[config.mk]
export PLATFORM = sky130hd
export DESIGN_NAME = jtag_shifter
export DESIGN_NICKNAME = d
export VERILOG_FILES = /design/src/rtl/jtag_shifter_pkg.sv /design/src/rtl/jtag_tck_div.sv /design/src/rtl/jtag_shifter.sv
export SDC_FILE = /design/constraint.sdc
export NUM_CORES = 1
export LEC_CHECK = 0
export BUFFER_PORTS_ARGS = -buffer_cell sky130_fd_sc_hd__buf_4
export CORE_MARGIN = 5
export CORE_UTILIZATION = 57
export CTS_BUF_LIST = sky130_fd_sc_hd__clkbuf_8
export DETAILED_ROUTE_END_ITERATION = 7
export MAX_ROUTING_LAYER = met4
export PLACE_DENSITY = 0.83
export RECOVER_POWER = 50
export SKIP_CTS_REPAIR_TIMING = 1
export SYNTH_ARGS = -nofsm -noshare
export SYNTH_HDL_FRONTEND = slang
export SYNTH_HIERARCHICAL = 1
export SYNTH_SLANG_ARGS = --single-unit
[constraint.sdc]
create_clock -name clk -period 4.44 [get_ports clk]
set_input_delay 1.332 -clock clk [delete_from_list [all_inputs] [get_ports clk]]
set_output_delay 1.332 -clock clk [all_outputs]
set_load 0.01 [all_outputs]
[src/rtl/jtag_shifter_pkg.sv]
// Shared types and constants for the JTAG bit shifter.
package jtag_shifter_pkg;

    localparam int CMD_W          = 8;
    localparam int LEN_W          = 3;
    localparam int CLKDIV_DEFAULT = 4;

    typedef enum logic [1:0] {
        IDLE = 2'd0,
        LOW  = 2'd1,
        HIGH = 2'd2,
        RESP = 2'd3
    } state_t;

endpackage

[src/rtl/jtag_tck_div.sv]
// TCK half-period counter: pulses tc on the last clk cycle of each CLKDIV-long phase.
module jtag_tck_div
    import jtag_shifter_pkg::*;
#(
    parameter int unsigned CLKDIV = CLKDIV_DEFAULT
) (
    input  logic clk,
    input  logic rst,
    input  logic load,
    input  logic enable,
    output logic tc
);

    localparam int unsigned CNT_W = (CLKDIV > 1) ? $clog2(CLKDIV) : 1;
    localparam logic [CNT_W-1:0] LAST = CNT_W'(CLKDIV - 1);

    logic [CNT_W-1:0] cnt;

    assign tc = enable && (cnt == LAST);

    // The counter wraps by itself so back-to-back phases need no reload.
    always_ff @(posedge clk) begin
        if (rst || load) begin
            cnt <= '0;
        end else if (enable) begin
            cnt <= (cnt == LAST) ? '0 : cnt + CNT_W'(1);
        end
    end

endmodule

[src/rtl/jtag_shifter.sv]
// Shifts up to 8 TMS/TDI bits out on a JTAG header and captures TDO, one command at a time.
module jtag_shifter
    import jtag_shifter_pkg::*;
#(
    parameter int unsigned CLKDIV = CLKDIV_DEFAULT
) (
    input  logic             clk,
    input  logic             rst,
    input  logic             cmd_valid,
    output logic             cmd_ready,
    input  logic [LEN_W-1:0] cmd_len,
    input  logic [CMD_W-1:0] cmd_tms,
    input  logic [CMD_W-1:0] cmd_tdi,
    output logic             rsp_valid,
    input  logic             rsp_ready,
    output logic [CMD_W-1:0] rsp_tdo,
    output logic             tck,
    output logic             tms,
    output logic             tdi,
    input  logic             tdo,
    output logic             busy
);

    state_t           state, state_nxt;
    logic [LEN_W-1:0] len_q;
    logic [LEN_W-1:0] idx;
    logic [LEN_W-1:0] idx_nxt;
    logic [CMD_W-1:0] tms_q;
    logic [CMD_W-1:0] tdi_q;
    logic             accept;
    logic             phase_end;
    logic             more_bits;

    assign accept    = (state == IDLE) && cmd_valid;
    assign idx_nxt   = idx + LEN_W'(1);
    assign more_bits = (idx < len_q);

    jtag_tck_div #(.CLKDIV(CLKDIV)) u_div (
        .clk    (clk),
        .rst    (rst),
        .load   (accept),
        .enable ((state == LOW) || (state == HIGH)),
        .tc     (phase_end)
    );

    // NOTE: every signal driven here gets a default first so no path leaves it unassigned (no latch).
    always_comb begin
        state_nxt = state;
        cmd_ready = 1'b0;
        rsp_valid = 1'b0;
        busy      = 1'b1;
        case (state)
            IDLE: begin
                cmd_ready = 1'b1;
                busy      = 1'b0;
                if (cmd_valid) state_nxt = LOW;
            end
            LOW: begin
                if (phase_end) state_nxt = HIGH;
            end
            HIGH: begin
                if (phase_end) state_nxt = more_bits ? LOW : RESP;
            end
            RESP: begin
                rsp_valid = 1'b1;
                if (rsp_ready) state_nxt = IDLE;
            end
            default: state_nxt = IDLE;
        endcase
    end

    // NOTE: sequential state uses non-blocking assignments so all registers update from pre-edge values.
    always_ff @(posedge clk) begin
        if (rst) begin
            state   <= IDLE;
            tck     <= 1'b0;
            tms     <= 1'b1;
            tdi     <= 1'b0;
            rsp_tdo <= '0;
            idx     <= '0;
            len_q   <= '0;
            tms_q   <= '0;
            tdi_q   <= '0;
        end else begin
            state <= state_nxt;
            tck   <= (state_nxt == HIGH);

            if (accept) begin
                len_q   <= cmd_len;
                tms_q   <= cmd_tms;
                tdi_q   <= cmd_tdi;
                idx     <= '0;
                rsp_tdo <= '0;
                tms     <= cmd_tms[0];
                tdi     <= cmd_tdi[0];
            end

            // TDO is captured on the edge that raises TCK.
            if (state == LOW && phase_end) begin
                rsp_tdo[idx] <= tdo;
            end

            if (state == HIGH && phase_end && more_bits) begin
                idx <= idx_nxt;
                tms <= tms_q[idx_nxt];
                tdi <= tdi_q[idx_nxt];
            end
        end
    end

endmodule

Word level (Yosys, flattened, before mapping):

Index checks and enable logic that the tools add are counted.

* equal/unequal tests: 5
* reductions and logical operators: 10
* div/mod/pow operators: 0
* shift operators: 0
* bitwise operators: 0
* $lt $le $gt $ge: 4
* multiplexer cells: 26
* $add $sub $neg: 2
* $mul: 0

Operators by type and width (number)
* $mux W8: 3
* $mux W2: 6
* $mux W1: 10
* $bwmux W8: 1
* $eq A2 B2 Y1 const B: 4
* $lt A3 B4 Y1 const B: 2
* $pmux W2 S4: 1
* $bmux W1 S3: 2
* $logic_and A1 B1 Y1: 6
* $mux W3: 2
* $add A3 B1 Y3 const B: 1
* $demux W1 S3: 1
* $ge A3 B1 Y1 const B: 1
* $lt A3 B3 Y1: 1
* $add A2 B1 Y2 const B: 1
* $eq A2 B1 Y1 const B: 1
* $logic_not A2 Y1: 1
* $logic_or A1 B1 Y1: 2
* $reduce_bool A2 Y1: 1

* memories: 0
* ROM bits: 0
* bits in latches: 0
* logic and storage cells: 57
* register bits: 37
* bits of input ports: 24
* output and inout bits: 14
* RAM bits: 0

Depth between registers and ports, before layout:

* word-level depth: 6
* mapped depth: 8
* mapped depth without buffers: 7

Modules after synthesis:

The synthesis kept the hierarchy.

By module, submodules not included
* jtag_shifter: times used 1, cells each 208, sequential area each 700.7 sq um, area an instance 1695.4 sq um
* jtag_tck_div: times used 1, cells each 9, sequential area each 40.0 sq um, area an instance 101.3 sq um

Worst setup path before layout:

Ideal clock, no wire load.

* kind: input to register
* start: in cmd_valid
* end: reg tck
* path slack: 2213 ps
* library setup time: 92 ps
* path buffers: 0
* stages: 5
* data required time: 4348 ps
* data arrival time: 2135 ps
* cell sequence: nand2_1 inv_2 a311o_1 o31a_1 nor4_1

* cells in the longest elaborated chain, start to end: 3

Ends and longest elaborated chain
* start: declaration: line jtag_shifter.sv:9 `input logic cmd_valid,`
* $mux W2: line jtag_shifter.sv:56 `if (cmd_valid) state_nxt = LOW;`
* $pmux W2 S4: line jtag_shifter.sv:52 `case (state)`
* $eq A2 B2 Y1: line jtag_shifter.sv:86 `tck <= (state_nxt == HIGH);`
* end signal: assignment: line jtag_shifter.sv:86
* end: declaration: line jtag_shifter.sv:17 `output logic tck,`

No other way between the ends.
A chain may end at the register's enable or synchronous reset.

Worst setup path in the final report:

Ends and elaborated chain as after synthesis.

==> metrics.cfg <==
[outcome]
status = finished clean

[job]
maxCapViolCount = 0

[clock_tree]
htree_levels = 2
clk_latency_ps = 290
clk_path_buf_depth = 2
cts.sinks = 37
ctsRootBufferMaster = clkbuf_8
cts_buffers = 5
cts_tree = yes
clk_pin_slew_ps = 70

[logic_synthesis]
synthSimpleGateAreaFrac = 0.239
synth-edff-count = 0
netlist_area_sq_um = 1800
synthArstFlopShare = 0
seq_area_frac_synth = 0.412
synth.area.mux_share = 0.0418
synth_compound_area_frac = 0.190
synth_cell_types = 43
syn-num-nets = 249
avgSynthCellArea_sq_um = 8.28
yosysWarningCount = 6
synth_xor_area_frac = 0.00975
netlist_instances = 217
synth_fa_ha_area_frac = 0.0557
synth_top_family_by_area = simple AND/OR/NAND/NOR gates
ys_seq_elements = 37
synth-main-ff-cell = dfxtp_1

[power]
p_sw_frac = 0.244
p_clk_frac = 0.344
ir_drop_mv = 0.252
p_int_uw = 505
p_leak_nw = 0.799
p_seq_frac = 0.531
power_switching_uw = 163
p_per_area_nw_per_um2 = 315
combPwrFrac = 0.125

[detailed_routing]
drt_pass1_iterations = 4
vias = 1570
avgViaCountPerCell = 5.38
drc = 0
wl_per_cell_microns = 12.7
wirelength_microns = 3700
drt-initial-drc-count = 116
postRouteAntennaNets = 0

[critical_path]
worstPathRequired_ps = 4640
cp.arrival_ps = 3020
startpoint_type = primary input
cp-end-kind = flop
r2r_setup_slack_ps = 2020
critPathMaxFanout = 33
path_class = in2reg

[sta]
period_share = 0.636
grt_setup_unrepaired = no
maxSlewViolCount = 0
fin_crit_ps = 2830
worst_hold_slack_ps = 453
tightest_slew_ps = 650
finalSetupTns_ps = 0
finClkSkew_ps = 3.40
hold_viol = 0
slew-limit-headroom = 0.566
setup_viol = 0
max_freq_mhz = 354

[floorplanning]
fp.dieH_microns = 66.1
coreArea_sq_um = 3030
num_io_pins = 38
rows = 20
die_area_sq_um = 4380
start_util = 0.593
die_w_microns = 66.1

[place]
dpl_cell_area_sq_um = 2070
io_buffers = 37
gp_congestion = 0.836
dp_hpwl_microns = 2610
dp_cells = 285

[finish]
antenna_cells = 0
n_fill_cell = 266
area_growth_pct = 18.0
nets = 280
final_core_util = 0.700
fin_cells = 292
regArea_sq_um = 741
drive_above_1_share = 0.169
final_area_sq_um = 2120
multiInputGateArea_sq_um = 963

[grt]
grt_remaining_overflow = 0
grtUsageTotal = 0.188
grt_pass1_vias = 1459
grt_first_pass_wirelength_microns = 6150
grt_max_degree = 40
antenna_found_initial = 0

[worst_hold_path]
hp-class = reg2reg

## final timing paths
kind,from,endpoint,depth (start not counted)
worst min-delay path,tms_q[4]$_SDFFE_PP0P_,tms_q[4]$_SDFFE_PP0P_,2
worst max-delay path,cmd_valid,tck$_SDFF_PP0_,7
worst min register to register,tms_q[4]$_SDFFE_PP0P_,tms_q[4]$_SDFFE_PP0P_,2
worst max register to register,state[1]$_SDFF_PP0_,tck$_SDFF_PP0_,8
## state kept, by name, indices dropped and copies added, names as in the netlist
| name | flops |
|---|---|
| state | 2 |
| rsp_tdo | 8 |
| idx | 3 |
| tms_q | 8 |
| tdi | 1 |
| u_div/cnt | 2 |
| tck | 1 |
| len_q | 3 |
| tms | 1 |
| tdi_q | 8 |
## cells in the final DEF, fill, tap and decap left out, types with 6 or more instances in the layout
| cell type | synthesis | final |
|---|---|---|
| nand3_1 | 7 | 7 |
| o211ai_1 | 7 | 7 |
| inv_1 | 7 | 9 |
| buf_4 | 1 | 26 |
| dfxtp_1 | 37 | 37 |
| clkbuf_1 | 6 | 11 |
| clkbuf_8 | 0 | 6 |
| a21oi_1 | 29 | 29 |
| ha_1 | 8 | 8 |
| nand2_1 | 49 | 49 |
| nor2_1 | 9 | 9 |
## per-layer routing
metal | wire [microns] | up-vias | GRT usage
met1 | 1620 | 715 | 0.214
li1 | - | 813 | -
met5 | 0 | - | -
met4 | 82 | 0 | 0.0736
met3 | 191 | 10 | 0.0629
met2 | 1800 | 32 | 0.302
## logic make-up after synthesis
| logic type | Yosys count |
|---|---|
| buffers and inverters | 22 |
| xor gates and xnor gates | 2 |
| DFF | 37 |
| muxes | 5 |
| AOI/OAI and AO/OA | 52 |
| adders and majority gates | 8 |
| and+or+nand+nor | 91 |
## layout make-up
type                    instances  share of cell area
clock buffers                   6              0.0390
clock inverters                 1             0.00177
inverters                       8              0.0142
multi-input cells             158               0.455
flip-flops and latches         37               0.349
well taps                      44              0.0260
repair buffers                 38               0.115
## cell usage after synthesis, drive strengths merged, types with 2 or more instances
| cell type | n | area share |
|---|---|---|
| a21oi | 30 | 0.086 |
| and3 | 4 | 0.015 |
| and2 | 2 | 0.0070 |
| or3b | 3 | 0.015 |
| a2111oi | 2 | 0.011 |
| mux4 | 2 | 0.025 |
| nand2 | 49 | 0.10 |
| mux2i | 3 | 0.017 |
| and2b | 2 | 0.0098 |
| nor2b | 3 | 0.012 |
| nand2b | 3 | 0.010 |
| nand3 | 7 | 0.019 |
| nand4 | 2 | 0.0070 |
| ha | 8 | 0.056 |
| o21ai | 3 | 0.0084 |
| clkbuf | 6 | 0.013 |
| o211ai | 7 | 0.029 |
| buf | 8 | 0.022 |
| or2 | 2 | 0.0070 |
| nor3 | 3 | 0.0084 |
| inv | 8 | 0.017 |
| nor2 | 9 | 0.019 |
| dfxtp | 37 | 0.41 |
| a211oi | 2 | 0.014 |
## power by group through the flow
stage          clock network, mW  logic, mW  registers, mW
5_1_grt                    0.253     0.0939          0.356
2_1_floorplan                  0     0.0544          0.360
6_report                   0.230     0.0835          0.355
4_1_cts                    0.236     0.0855          0.355
3_3_place_gp                   0     0.0827          0.362
3_5_place_dp                   0     0.0853          0.362
## critical path, stage by stage
cell	delay, ps
clkbuf_4	110
nand2_1	50
buf_4	310
inv_1	380
a311o_1	440
o31a_1	120
nor4_1	260
## through the flow
stage,setup WS [ps],power [mW]
2_1_floorplan,2210,0.415
3_3_place_gp,1570,0.444
3_5_place_dp,1510,0.448
4_1_cts,1810,0.676
5_1_grt,1500,0.703
6_report,1610,0.668
Note: power is estimated with default switching activity, not from simulation.
